--- src/rtl/replica_pkg.sv ---
// rtl/replica_pkg.sv - shared types and sizing helpers for the run scheduler
package replica_pkg;

  // Default number of base blocks swept per iteration.
  localparam int BASE_NUM_DEF = 4;

  // Width needed to index n base blocks; a single block still gets one bit.
  function automatic int base_width(input int n);
    return (n > 1) ? $clog2(n) : 1;
  endfunction

  localparam int base_log = base_width(BASE_NUM_DEF);

  typedef enum logic [2:0] {
    IDLE,
    INIT,
    OPT_ISSUE,
    OPT_WAIT,
    EX_ISSUE,
    EX_WAIT,
    FIN
  } run_state_t;

  typedef struct packed {
    logic timeout;
    logic cmd_overrun;
  } run_status_t;

endpackage

--- src/rtl/run_scheduler_if.sv ---
// rtl/run_scheduler_if.sv - command, node-array and status signals of the run scheduler
interface run_scheduler_if #(
  parameter int BASE_LOG = 2,
  parameter int RUN_W    = 24
);

  logic                run_write;
  logic [RUN_W-1:0]    run_times;
  logic                abort;
  logic                opt_done;
  logic                exch_done;
  logic                running;
  logic                exp_init;
  logic                opt_run;
  logic [BASE_LOG-1:0] base_id;
  logic                exch_start;
  logic                exch_parity;
  logic [RUN_W-1:0]    iter_count;
  logic                run_done;
  logic [1:0]          status;

  // Bus/node side: issues commands and acknowledges, observes progress.
  modport master (
    output run_write, run_times, abort, opt_done, exch_done,
    input  running, exp_init, opt_run, base_id, exch_start, exch_parity,
           iter_count, run_done, status
  );

  // Scheduler side.
  modport slave (
    input  run_write, run_times, abort, opt_done, exch_done,
    output running, exp_init, opt_run, base_id, exch_start, exch_parity,
           iter_count, run_done, status
  );

endinterface

--- src/rtl/run_watchdog.sv ---
// rtl/run_watchdog.sv - saturating wait counter that flags a missing acknowledge
module run_watchdog #(
  parameter int WDOG_W = 10
) (
  input  logic clk,
  input  logic reset_n,
  input  logic clr,
  input  logic en,
  output logic expired
);

  logic [WDOG_W-1:0] cnt_q;

  assign expired = &cnt_q;

  // Count while enabled, hold at all-ones, restart on clear.
  always_ff @(posedge clk or negedge reset_n) begin
    if (!reset_n) begin
      cnt_q <= '0;
    end else if (clr) begin
      cnt_q <= '0;
    end else if (en && !expired) begin
      cnt_q <= cnt_q + WDOG_W'(1);
    end
  end

endmodule

--- src/rtl/run_scheduler.sv ---
// rtl/run_scheduler.sv - sequences optimisation sweeps and exchange phases of an annealing run
module run_scheduler
  import replica_pkg::*;
#(
  parameter int BASE_NUM = 4,
  parameter int RUN_W    = 24,
  parameter int WDOG_W   = 10
) (
  input  logic            clk,
  input  logic            reset_n,
  run_scheduler_if.slave  bus
);

  localparam int BL = base_width(BASE_NUM);
  localparam logic [BL-1:0] BASE_LAST = BL'(BASE_NUM - 1);

  run_state_t       state_q, state_d;
  logic [BL-1:0]    base_q;
  logic [RUN_W-1:0] iter_q;
  logic [RUN_W-1:0] times_q;
  logic [RUN_W-1:0] iter_inc;
  logic             parity_q;
  logic             running_q;
  logic             abort_pend_q;
  run_status_t      status_q;
  logic             last_base;
  logic             exch_finish;
  logic             wd_en;
  logic             wd_expired;

  assign iter_inc    = iter_q + RUN_W'(1);
  assign last_base   = (base_q == BASE_LAST);
  // An abort arriving together with exch_done still ends the run after this exchange.
  assign exch_finish = (iter_inc == times_q) || abort_pend_q || bus.abort;
  assign wd_en       = (state_q == OPT_WAIT) || (state_q == EX_WAIT);

  run_watchdog #(.WDOG_W(WDOG_W)) u_watchdog (
    .clk     (clk),
    .reset_n (reset_n),
    .clr     (!wd_en),
    .en      (wd_en),
    .expired (wd_expired)
  );

  // State register.
  always_ff @(posedge clk or negedge reset_n) begin
    if (!reset_n) begin
      state_q <= IDLE;
    end else begin
      state_q <= state_d;
    end
  end

  // Next state and strobe decode; a done always wins over a coincident watchdog expiry.
  always_comb begin
    state_d         = state_q;
    bus.exp_init    = 1'b0;
    bus.opt_run     = 1'b0;
    bus.exch_start  = 1'b0;
    bus.run_done    = 1'b0;
    case (state_q)
      IDLE: begin
        if (bus.run_write) begin
          state_d = (bus.run_times != '0) ? INIT : FIN;
        end
      end
      INIT: begin
        bus.exp_init = 1'b1;
        state_d      = OPT_ISSUE;
      end
      OPT_ISSUE: begin
        bus.opt_run = 1'b1;
        state_d     = OPT_WAIT;
      end
      OPT_WAIT: begin
        if (bus.opt_done) begin
          state_d = last_base ? EX_ISSUE : OPT_ISSUE;
        end else if (wd_expired) begin
          state_d = FIN;
        end
      end
      EX_ISSUE: begin
        bus.exch_start = 1'b1;
        state_d        = EX_WAIT;
      end
      EX_WAIT: begin
        if (bus.exch_done) begin
          state_d = exch_finish ? FIN : OPT_ISSUE;
        end else if (wd_expired) begin
          state_d = FIN;
        end
      end
      FIN: begin
        bus.run_done = 1'b1;
        state_d      = IDLE;
      end
      default: state_d = IDLE;
    endcase
  end

  // Run bookkeeping: latched length, sub-step index, iteration count, parity and status.
  always_ff @(posedge clk or negedge reset_n) begin
    if (!reset_n) begin
      times_q      <= '0;
      base_q       <= '0;
      iter_q       <= '0;
      parity_q     <= 1'b0;
      running_q    <= 1'b0;
      abort_pend_q <= 1'b0;
      status_q     <= '0;
    end else begin
      case (state_q)
        IDLE: begin
          if (bus.run_write) begin
            times_q      <= bus.run_times;
            base_q       <= '0;
            iter_q       <= '0;
            parity_q     <= 1'b0;
            abort_pend_q <= 1'b0;
            status_q     <= '0;
            running_q    <= (bus.run_times != '0);
          end
        end
        OPT_WAIT: begin
          if (bus.opt_done) begin
            base_q <= last_base ? '0 : base_q + BL'(1);
          end else if (wd_expired) begin
            status_q.timeout <= 1'b1;
          end
        end
        EX_WAIT: begin
          if (bus.exch_done) begin
            iter_q   <= iter_inc;
            parity_q <= ~parity_q;
          end else if (wd_expired) begin
            status_q.timeout <= 1'b1;
          end
        end
        FIN: begin
          running_q    <= 1'b0;
          abort_pend_q <= 1'b0;
        end
        default: ;
      endcase
      if (state_q != IDLE) begin
        if (bus.run_write) status_q.cmd_overrun <= 1'b1;
        if (bus.abort)     abort_pend_q <= 1'b1;
      end
    end
  end

  assign bus.running     = running_q;
  assign bus.base_id     = base_q;
  assign bus.exch_parity = parity_q;
  assign bus.iter_count  = iter_q;
  assign bus.status      = status_q;

endmodule

--- src/flat_wrapper.sv ---
// flat-port wrapper written by rule: the top's interface ports become plain ports
module run_scheduler_flat import replica_pkg::*;
#(
  parameter int BASE_NUM = 4,
  parameter int RUN_W    = 24,
  parameter int WDOG_W   = 10
)
  (clk, reset_n, bus_run_write, bus_run_times, bus_abort, bus_opt_done, bus_exch_done, bus_running, bus_exp_init, bus_opt_run, bus_base_id, bus_exch_start, bus_exch_parity, bus_iter_count, bus_run_done, bus_status);
  run_scheduler_if #(.BASE_LOG((2)), .RUN_W(RUN_W)) bus_i ();
  input  logic clk;
  input  logic reset_n;
  input wire logic [$bits(bus_i.run_write)-1:0] bus_run_write;
  input wire logic [$bits(bus_i.run_times)-1:0] bus_run_times;
  input wire logic [$bits(bus_i.abort)-1:0] bus_abort;
  input wire logic [$bits(bus_i.opt_done)-1:0] bus_opt_done;
  input wire logic [$bits(bus_i.exch_done)-1:0] bus_exch_done;
  output wire logic [$bits(bus_i.running)-1:0] bus_running;
  output wire logic [$bits(bus_i.exp_init)-1:0] bus_exp_init;
  output wire logic [$bits(bus_i.opt_run)-1:0] bus_opt_run;
  output wire logic [$bits(bus_i.base_id)-1:0] bus_base_id;
  output wire logic [$bits(bus_i.exch_start)-1:0] bus_exch_start;
  output wire logic [$bits(bus_i.exch_parity)-1:0] bus_exch_parity;
  output wire logic [$bits(bus_i.iter_count)-1:0] bus_iter_count;
  output wire logic [$bits(bus_i.run_done)-1:0] bus_run_done;
  output wire logic [$bits(bus_i.status)-1:0] bus_status;
  assign bus_i.run_write = bus_run_write;
  assign bus_i.run_times = bus_run_times;
  assign bus_i.abort = bus_abort;
  assign bus_i.opt_done = bus_opt_done;
  assign bus_i.exch_done = bus_exch_done;
  assign bus_running = bus_i.running;
  assign bus_exp_init = bus_i.exp_init;
  assign bus_opt_run = bus_i.opt_run;
  assign bus_base_id = bus_i.base_id;
  assign bus_exch_start = bus_i.exch_start;
  assign bus_exch_parity = bus_i.exch_parity;
  assign bus_iter_count = bus_i.iter_count;
  assign bus_run_done = bus_i.run_done;
  assign bus_status = bus_i.status;
  run_scheduler #(.BASE_NUM(BASE_NUM), .RUN_W(RUN_W), .WDOG_W(WDOG_W)) u_core (.clk(clk), .reset_n(reset_n), .bus(bus_i));
endmodule
--- config.mk ---
export PLATFORM = sky130hd
export DESIGN_NAME = run_scheduler_flat
export DESIGN_NICKNAME = d
export VERILOG_FILES = /design/src/rtl/replica_pkg.sv /design/src/rtl/run_scheduler_if.sv /design/src/rtl/run_watchdog.sv /design/src/rtl/run_scheduler.sv /design/src/flat_wrapper.sv
export SDC_FILE = /design/constraint.sdc
export NUM_CORES = 1
export LEC_CHECK = 0
export BUFFER_PORTS_ARGS = -buffer_cell sky130_fd_sc_hd__buf_4
export CORE_MARGIN = 3
export CORE_UTILIZATION = 35
export DETAILED_ROUTE_END_ITERATION = 12
export SLEW_MARGIN = 10
export SYNTH_ARGS = -nofsm -noshare
export SYNTH_HDL_FRONTEND = slang
export SYNTH_SLANG_ARGS = --single-unit
--- constraint.sdc ---
create_clock -name clk -period 3.52 [get_ports clk]
set_clock_uncertainty 0.15 [all_clocks]
set_input_delay 1.056 -clock clk [delete_from_list [all_inputs] [get_ports clk]]
set_output_delay 1.056 -clock clk [all_outputs]
set_load 0.005 [all_outputs]
# After elaboration in Yosys (flattened, before gate mapping)
# Cells that the tools add are included.
# W data, S select, Z words.
# word_totals
regBits	68
inputBits	30
out_inout_bits	34
# op_classes
n_addsub	3
n_eq_ne	14
n_mux	38
bitwise	1
reduce_logical	18
# op_table
operator	count
$mux W24	2
$pmux W24 S2	1
$add A24 B1 Y24 const B	1
$eq A24 B24 Y1	1
$reduce_bool A24 Y1	1
$mux W3	7
$mux W10	2
$pmux W3 S6	1
$mux W1	16
$add A10 B1 Y10 const B	1
$ne A2 B2 Y1 const B	5
$reduce_and A10 Y1	1
$eq A3 B3 Y1 const B	3
$mux W2	4
$eq A3 B2 Y1 const B	2
$pmux W1 S2	3
$reduce_and A3 Y1	2
$reduce_bool A2 Y1	3
$reduce_bool A3 Y1	2
$pmux W2 S2	1
$reduce_and A2 Y1	2
$reduce_and A4 Y1	1
$eq A3 B1 Y1 const B	1
$logic_not A3 Y1	1
other kinds (8)	10

# Logic depth before layout (Yosys ltp)
# Gate-level depths: netlist of the first run.
# depth
word_depth	7
depth_mapped	9

# By module
# A second synthesis of the first run with hierarchy kept.
# unflattened
cells_unflattened	473
hier_area_um2	4042.6
# by_module_without_submodules
module	n_inst	cells_each	area_per_inst_um2	seq_area_each_um2
run_scheduler	1	417	3482.1	1451.4
run_watchdog	1	56	560.5	250.2

# Least setup slack after synthesis of the first run
# Ideal clock, no wire load.
# synth_timing
path_type	register -> register
startpoint	reg u_core.iter_q[0], in the netlist u_core.bus.iter_count[0]
endpoint	reg u_core.state_q[2]
setup_time_ps	95
arrival_ps	2298
path_slack_ps	976
path_stages_with_launch	9
period_less_slack_ps	2544
path_cell_list	dfrtp_1 ha_1 nand3_1 nor4_1 nand2_1 xnor2_1 a21oi_1 or4_1 o31ai_1
# synth_via
elab_chain_len	7
# synth_rtl
item	line_no	source
start: declaration	run_scheduler.sv:19	logic [RUN_W-1:0] iter_q;
start signal: assignment	run_scheduler.sv:133	iter_q <= iter_inc;
$add A24 B1 Y24	run_scheduler.sv:31	assign iter_inc = iter_q + RUN_W'(1);
$eq A24 B24 Y1	run_scheduler.sv:34	assign exch_finish = (iter_inc == times_q) || abort_pend_q || bus.abort;
$logic_or A1 B1 Y1 (2 in a row)	run_scheduler.sv:34	
$mux W3	run_scheduler.sv:88	state_d = exch_finish ? FIN : OPT_ISSUE;
$mux W3	run_scheduler.sv:87	if (bus.exch_done) begin
$pmux W3 S6	run_scheduler.sv:61	case (state_q)
end signal: assignment	run_scheduler.sv:50	state_q <= state_d;
end: declaration	run_scheduler.sv:17	run_state_t state_q, state_d;
# No other way between the ends.
# A chain may end at the register's enable or synchronous reset.

# Final worst setup path of the first run
# Ends and elaborated chain as after synthesis.

==> results of run 1 <==
[registers in the layout, indices dropped and copies added, names as in the netlist, named ones only]
name,cells
u_core.bus.iter_count,24
u_core.bus.exch_parity,1
u_core.times_q,24
u_core.bus.base_id,2
u_core.abort_pend_q,1
u_core.u_watchdog.cnt_q,10
u_core.bus.running,1
u_core.state_q,3
u_core.bus.status,1
[layout make-up]
type                    count  share of cell area
clock buffers              10              0.0492
clock inverters             6              0.0131
inverters                   5             0.00386
multi-input cells         377               0.441
flip-flops and latches     68               0.350
well taps                 140              0.0360
repair buffers             69               0.107
[kinds of logic (layout without fill, tap and decap cells)]
| kind of cell | Yosys count | after routing | share of synthesized area |
|---|---|---|---|
| compound gates | 101 | 101 | 0.153 |
| xor+xnor | 41 | 41 | 0.0904 |
| fa+ha+maj | 3 | 3 | 0.00945 |
| buf+inv | 34 | 90 | 0.0343 |
| flops | 68 | 68 | 0.428 |
| mux | 4 | 4 | 0.0101 |
| simple gates | 228 | 228 | 0.275 |
[synth_stat cells, drive strengths merged (2+ instances only)]
cell type / instances / area share
nand4: 6 / 0.015
and3: 7 / 0.011
a211oi: 3 / 0.0057
nor2: 43 / 0.041
a21oi: 12 / 0.015
buf: 6 / 0.0076
and4: 6 / 0.013
xor2: 12 / 0.026
nand2b: 4 / 0.0063
o21ai: 52 / 0.065
nor4: 9 / 0.018
or4: 2 / 0.0038
ha: 3 / 0.0094
mux2i: 4 / 0.010
o31ai: 14 / 0.026
clkbuf: 23 / 0.022
a31oi: 5 / 0.0079
and2: 6 / 0.0094
inv: 5 / 0.0047
dfrtp: 68 / 0.43
nand3: 24 / 0.031
nand2: 107 / 0.10
nor3: 7 / 0.0088
o41ai: 2 / 0.0044
xnor2: 29 / 0.064
[worst max path at each step]
stage,startpoint,to,cells past startpoint
global placement,bus_run_times[1],u_core.state_q[2],7
finish,u_core.bus.iter_count[0],u_core.state_q[2],8
floorplan,u_core.bus.iter_count[0],u_core.state_q[2],8
global route,u_core.bus.iter_count[0],u_core.state_q[2],8
detailed placement,u_core.bus.iter_count[0],u_core.state_q[2],8
CTS,u_core.bus.iter_count[0],u_core.state_q[2],8
[worst register-to-register path, cell delays in order (launching register included)]
cell and delay, ns:
dfrtp_1 0.45, ha_1 0.28, nand3_1 0.18, nor4_1 0.55
nand2_1 0.22, xnor2_1 0.20, a21oi_1 0.08, or4_1 0.41
o31ai_1 0.25
[where the power goes]
group	leakage (nW)	total (W)	switching [W]	internal, W
sequential	0.894	0.00120	0.000226	0.000969
clock	0.144	0.000916	0.000350	0.000566
combinational	1.16	0.000824	0.000432	0.000392
[layer usage]
layer  part of all wire  track usage
met2               0.45        0.254
met4              0.017       0.0649
met5                  0            0
met1               0.48        0.247
met3              0.052       0.0313
[through the flow]
stage | setup WS, ns | power, W | cells
3_3_place_gp | 0.759 | 0.00201 | 659
5_1_grt | 0.384 | 0.00313 | 675
6_report | 0.663 | 0.00294 | 675
2_1_floorplan | 0.976 | 0.00172 | 479
4_1_cts | 0.678 | 0.00295 | 675
3_5_place_dp | 0.725 | 0.00203 | 659
==> results by stage, run 1 <==
Status:
- The flow ran to the end, and the final reports show no timing, DRC or antenna violations.

Floorplanning:
- The horizontal die dimension is 113 microns.
- The floorplan die area is 0.0127 sq mm.
- Row generation in the floorplan step produced 38 rows.
- In this run the count of I/O pins placed on the die edge is 64.
- The die height is 113 microns.
- The initial utilization of the core area, before any placement, comes to 0.362.
- After floorplanning, the core was sized to cover 0.0110 sq mm.

Power and ir drop:
- The total power divided by cell area is 604 mW/mm^2.
- The maximum vdd ir drop is 0.377 mV.
- The total leakage power is 2.20 nW.

Critical path:
- The worst setup path is launched from a flop.
- The element type at the critical path end is a flop.
- The startpoint of the lowest-slack register-to-register path is u_core.bus.iter_count[0].
- In this run the critical register-to-register path is captured at u_core.state_q[2].
- The required arrival time at the worst endpoint is 3.60 ns.
- Traced cell by cell, the critical path runs through ha_1, nand3_1, nor4_1, nand2_1, xnor2_1, a21oi_1, or4_1, o31ai_1.
- Counting cells, the worst reg-to-reg path comes to 8.
- The number of buffer and inverter stages on the critical path is 0.
- The internal reg-to-reg setup slack is 0.66 ns.
- The highest net fanout along the worst path is 8.
- The longest individual stage delay on the worst path is 0.55 ns.
- The critical path's top delay family is simple AND/OR/NAND/NOR gates.
- The largest individual stage delay along the critical path comes from the cell nor4_1.
- The critical path in this run is classified as flop to flop.
- The data arrival time at the worst-slack endpoint is 2.94 ns.

Clocking:
- For this design, the sink count on the clock tree is 68.
- TritonCTS built the clock tree.
- In this run the clock root is driven by a clkbuf_16.
- The longest clock path from root to sink contains 2 buffers.
- The hold-fix buffer count after cts is 0.
- The clock-pin slew of the registers on the worst-case setup and hold paths is 0.06 ns.
- The number of buffers inserted by post-CTS setup repair is 0.
- The deepest level of the CTS H-tree is 3.
- Clock latency on the worst-skew pair, taken at its later pin, is 0.33 ns.
- Clock tree synthesis inserted a total of 9 buffers.
- The post-cts gate resize count is 0.

Logic synthesis:
- For this run, asynchronously set or reset flops after synthesis account for 1.00.
- The number of flops mapped to enable cells by yosys is 0.
- Counting flops and latches in the post-synthesis netlist gives 68.
- Counting distinct cell types in the post-synthesis netlist gives 52.
- A synthesized cell averages 8.30 sq um.
- Synthesis produced a netlist with a net count of 512.
- The predominant post-synthesis flop cell is dfrtp_1.
- The cell area after synthesis is 0.00397 sq mm.
- During synthesis, Yosys emitted a total of 0 warnings.
- The share of the Yosys chip area taken by registers is 0.428.
- The synthesized netlist cell count is 479.

Routing:
- After detailed routing, the total wire length is 10.8 mm.
- The number of iterations in the first detailed-routing pass is 4.
- The ratio of routed vias to standard cells is 5.38.
- The count of routing violations after the opening detailed-route iteration is 281.
- The remaining design rule violation count is 0.
- The detail route stage leaves a number of antenna-violating nets equal to 0.
- In the final routed layout, each cell accounts on average for 15.9 microns.
- Across all layers, the routed design uses 3630 vias.

STA:
- The number of failing hold endpoints at the final stage is 0.
- The max-slew violation total from the final report was 0.
- The setup-violating endpoint count in the final report is 0.
- The sum of negative setup slack is 0 ns.
- Setup repair after global routing left no endpoint under its margin.
- The headroom to the max-slew limit is 0.410.
- The post-route fraction of the period consumed by the critical path is 0.812.
- The worst path needs 2.86 ns of the cycle, external delays included.
- The transition time at the pin with the least slew margin is 0.886 ns.
- Hold timing on the final database bottoms out at a slack of 0.340 ns.
- The top achievable clock speed is 350 MHz.

Global route:
- The first global-routing pass estimated 17.6 mm of wire.
- Entering global routing, the biggest net connects 69 pins.
- The number of global-route vias before repair is 3473.
- The total overflow left after global routing is 0.
- The number of antenna violations at the first check in global routing is 0.
- In the global route stage, overall resource usage came out at 0.171.

Min path:
- For hold timing, the worst endpoint is u_core.bus.exch_parity.
- The worst hold path belongs to the class flop to flop.
- The number of cells on the worst hold path is 1.
- The startpoint of the most critical hold path is u_core.bus.exch_parity.

Finish:
- Leaving out fill and tap cells, the most frequent cell in the layout is nand2_1.
- Of the cells placed in the final design, the portion with a size suffix greater than 1 is 0.172.
- The filler cells instantiated in the layout total 1076.
- The final core utilization is 0.443.
- The number of antenna diodes in the final layout is 0.
- The design area is 0.00486 sq mm.
- Relative to the synthesized area, the layout overhead comes to 22.3%.
- In the layout the commonest cells are nand2_1, buf_4, dfrtp_1.
- The number of nets in the layout is 563.
- The total area of multi-input combinational cells is 0.00214 sq mm.
- The register area is 0.00170 sq mm.

Place:
- Input and output buffers added on the ports amount to 63.
- After detailed placement, the total cell area comes to 0.00456 sq mm.
- The last weighted congestion value of the routability-driven placer is 0.890.
- Summed over all nets, the half-perimeter wirelength after detailed placement is 7.66 mm.

Run:
- The count of maximum capacitance violations is 0.
(Power assumes the default switching activity.)
==> run 2: changes to the inputs <==
ABC_AREA = 1   (was unset)
clock period = 2.7 ns   (was 3.52 ns; I/O delays follow)
==> run 2 against run 1 <==
Net effect: sequential power grew 19%; power grew 23%; setup slack lost 0.36 ns; cell area grew 4.1%; utilization grew 1.2 points; count of clock-buffer cells in the layout grew 4; worst hold slack lost 0.031 ns; largest power group unchanged; via count grew 8.5%.
==> results by stage, run 2 <==
Power and ir drop:
- The clock network power share was 0.318 (+0.006).
- The part of the power in registers came to 0.395 (-0.012).
- The total power divided by cell area is 715 mW/mm^2 (+18%).
- The switching portion of total power is 0.340 (-0.00378).
- The share of power burned in combinational logic is 0.286 (+0.005).
- The cell internal power dissipation is 0.00239 W (+24%).
- The total leakage power is 2.43 nW (+10%).
- The maximum vdd ir drop was 0.471 mV (+25%).
- The net switching power is 0.00123 W (+22%).

Global route:
- The number of antenna violations at the first check in global routing is 0 (unchanged).
- The number of global-route vias before repair is 3826 (+10%).
- The combined global-route utilization of all metal layers was 0.182 (+0.0114).
- The pin count of the biggest net entering global routing is 38 (-45%).
- The global-route wire length before repair is 18.7 mm (+6.6%).
- The total congestion overflow is 0 (unchanged).

STA:
- Setup repair after global routing left no endpoint under its margin.
- The sum of negative setup slack is 0 ns (unchanged).
- The max-slew violation total from the final report is 0 (unchanged).
- The post-route fraction of the period consumed by the critical path is 0.888.
- The transition time at the pin with the least slew margin is 0.538 ns (-0.347 ns).
- The setup-violating endpoint count in the final report is 0 (unchanged).
- The final critical delay including setup and external delays is 2.40 ns.
- The number of failing hold endpoints at the final stage is 0 (unchanged).
- The minimum setup slack in the final design is 0.302 ns (-0.361 ns).
- The headroom to the max-slew limit was 0.641 (+0.232).
- The top achievable clock speed is 417 MHz.

Logic synthesis:
- The number of flops mapped to enable cells by yosys is 0 (unchanged).
- The sequential element share of the synthesized area is 0.418 (-0.0106).
- After synthesis, the most frequently instantiated cells are nand2_1, inv_1, dfrtp_1, nor2_1, nand3_1.
- After synthesis, the cell types taking the most area are dfrtp_1, nand2_1, inv_1, nand3_1, nor2_1.
- The cell taking the most area after synthesis is dfrtp_1.
- The average cell area after synthesis is 7.17 sq um (-14%).
- The share of the synthesized area in the top cell type is 0.418 (-0.0106).
- The cell area after synthesis was 0.00408 sq mm (+2.6%).
- nand2_1 is the most common cell in the netlist.
- The total of flip-flops plus latches after synthesis came to 68 (unchanged).
- The net count of the mapped netlist is 601 (+17%).
- The count of distinct cell types in the synthesized netlist is 39 (-25%).
- The share of flip-flops with an asynchronous set or reset after synthesis is 1.00 (unchanged).
- The predominant post-synthesis flop cell is dfrtp_1.
- The warning count from the yosys run was 0 (unchanged).
- The synthesized netlist cell count was 568 (+19%).

Critical path:
- The data arrival time at the worst-slack endpoint was 1.44 ns (-1.50 ns).
- The startpoint of the lowest-slack register-to-register path is u_core.bus.iter_count[0].
- The element type at the critical path end is a primary output.
- The internal reg-to-reg setup slack is 0.39 ns (-0.27 ns).
- The signal on the critical path passes through inv_1, nor3_1, buf_4.
- The critical path's top delay family is flip-flops.
- The kind of critical path is flop to primary output.
- The longest individual stage delay on the worst path is 0.44 ns (-0.11 ns).
- The worst reg2reg path depth is 15 (+7).
- The highest net fanout along the worst path is 4 (-4).
- The required arrival time at the worst endpoint came to 1.74 ns (-1.86 ns).
- The endpoint identified for the worst register-to-register timing path is u_core.state_q[2].
- The number of buffer and inverter stages on the critical path was 2 (+2).
- STA classifies the critical path startpoint as a flop.
- On the critical path, the stage with the largest delay is an instance of dfrtp_1.

Clocking:
- The deepest level of the CTS H-tree is 3 (unchanged).
- The post-cts gate resize count came to 0 (unchanged).
- The clock latency on the worst-skew pair is 0.33 ns (about the same).
- The maximum count of clock buffers along a single path is 2 (unchanged).
- The hold-fix buffer count after cts is 0 (unchanged).
- The clock-pin slew of the registers on the worst-case setup and hold paths is 0.06 ns (about the same).
- The clock root buffer is clkbuf_16.
- The number of buffers inserted by post-CTS setup repair is 0 (unchanged).
- The number of buffers created by CTS is 9 (unchanged).
- The CTS tree is done.
- The number of sinks on the clock net was 68 (unchanged).

Finish:
- The leading cell type in the layout, fill and taps excluded is nand2_1.
- The number of nets in the layout is 674 (+20%).
- The number of antenna diodes is 0 (unchanged).
- The final cell count without fillers is 785 (+16%).
- The share of layout cells above drive strength 1 is 0.175 (+0.00323).
- Leaving out fill and tap cells, the most frequent cells in the layout are nand2_1, inv_1, buf_4.
- The final core utilization is 0.455 (+0.0122).
- The area growth from synthesis to layout is 24.2%.

Floorplanning:
- The die height is 114 microns (+1.2%).
- The effective utilization at floorplan is 0.366 (+0.00447).
- The floorplan die area is 0.0130 sq mm (+2.4%).
- The row count is 38 (unchanged).
- The horizontal die dimension is 114 microns (+1.2%).
- The number of I/O pins came to 64 (unchanged).
- The total core area is 0.0111 sq mm (+1.3%).

Routing:
- The number of iterations in the first detailed-routing pass is 5 (+1).
- The via count is 3940 (+8.5%).
- The count of routing violations after the opening detailed-route iteration was 301 (+7.1%).
- The final wirelength came to 11.4 mm (+5.8%).
- The ratio of routed vias to standard cells is 5.02 (-6.7%).
- The average wire length per cell after detail routing is 14.5 microns (-9.0%).
- The remaining design rule violation count came to 0 (unchanged).
- The final antenna-violating net count is 0 (unchanged).

Status:
- The run finished with clean final reports.

Place:
- The last weighted congestion value of the routability-driven placer is 0.915 (+2.8%).
- The HPWL after detailed placement came to 8.74 mm (+14%).
- The cell count after placement is 770 (+17%).
- The post-placement setup slack is 0.273 ns (-0.452 ns).
- The port buffer count was 63 (unchanged).

Run:
- The count of maximum capacitance violations is 0 (unchanged).

Min path:
- The worst hold-check path type is input pin to async pin.
-- run 2: cell types whose count changed in the layout (fill, tap and decap cells not counted), moves of 14 or more --
cell and delta:
o31ai_1 -14, xnor2_1 -27, nand2_1 +74, o22ai_1 +17, o21ai_0 -17, inv_1 +70, nand3_1 +28
-- run 2: worst max path at each step --
stage	endpoint	cells past startpoint	start	slack, ns
after floorplan	u_core.state_q[2]	15	u_core.bus.iter_count[0]	0.62
after global placement	u_core.state_q[0]	8	bus_run_times[5]	0.30
after detailed placement	u_core.state_q[0]	8	bus_run_times[5]	0.27
after CTS	bus_run_done	3	u_core.state_q[1]	0.33
after global routing	u_core.state_q[2]	15	u_core.bus.iter_count[0]	0.04
final	bus_run_done	3	u_core.state_q[1]	0.30
-- run 2: power by group through the flow --
stage | clock network, W | logic, W | registers (W)
after floorplan | 0 | 0.000709 | 0.00139
after global placement | 0 | 0.00103 | 0.00143
after detailed placement | 0 | 0.00104 | 0.00144
after CTS | 0.00117 | 0.00104 | 0.00143
after global routing | 0.00121 | 0.00120 | 0.00145
final | 0.00115 | 0.00104 | 0.00143
-- run 2: final cells by class --
type | instances | area, sq um
clock buffer | 14 | 284
clock inverter | 1 | 5.00
fill | 1127 | 6070
inverter | 76 | 285
multi-input combinational | 414 | 2060
sequential | 68 | 1700
tap | 140 | 175
timing repair buffer | 72 | 553
-- run 2: routing by layer --
layer	global-route usage	vias up	wire, microns
met4	0.0451	0	97
met5	0	-	0
met1	0.248	1842	5360
met2	0.295	109	5270
li1	-	1979	-
met3	0.0408	10	650
-- run 2: cells by family (layout without fill, tap and decap cells) --
group / after synthesis / in the layout / share of synthesized area
AO/OA/AOI/OAI: 68 / 68 / 0.0964
XOR/XNOR: 9 / 9 / 0.0261
adder cells (fa/ha/maj): 3 / 3 / 0.00921
buffers and inverters: 86 / 163 / 0.0792
flip-flops: 68 / 68 / 0.418
AND/OR/NAND/NOR: 334 / 334 / 0.372
-- run 2: stage by stage --
step | hold WS [ns] | power (W) | area (sq um)
floorplan | 0.302 | 0.00210 | 4080
global placement | 0.320 | 0.00246 | 4770
detailed placement | 0.334 | 0.00248 | 4770
CTS | 0.322 | 0.00364 | 5060
global route | 0.354 | 0.00387 | 5060
finish | 0.309 | 0.00362 | 5060
-- run 2: worst register-to-register path, cell delays in order (launching register included) --
cell,delay [ns]
dfrtp_1,0.47
ha_2,0.29
nand3_2,0.10
nor2_2,0.21
nand2_2,0.14
o21ai_2,0.15
nand2_1,0.08
nand2_1,0.06
nand2_1,0.04
nor2_1,0.10
nand2_1,0.06
nor2_1,0.09
nand2_1,0.07
nand2_1,0.06
nand2_1,0.06
a21oi_2,0.12
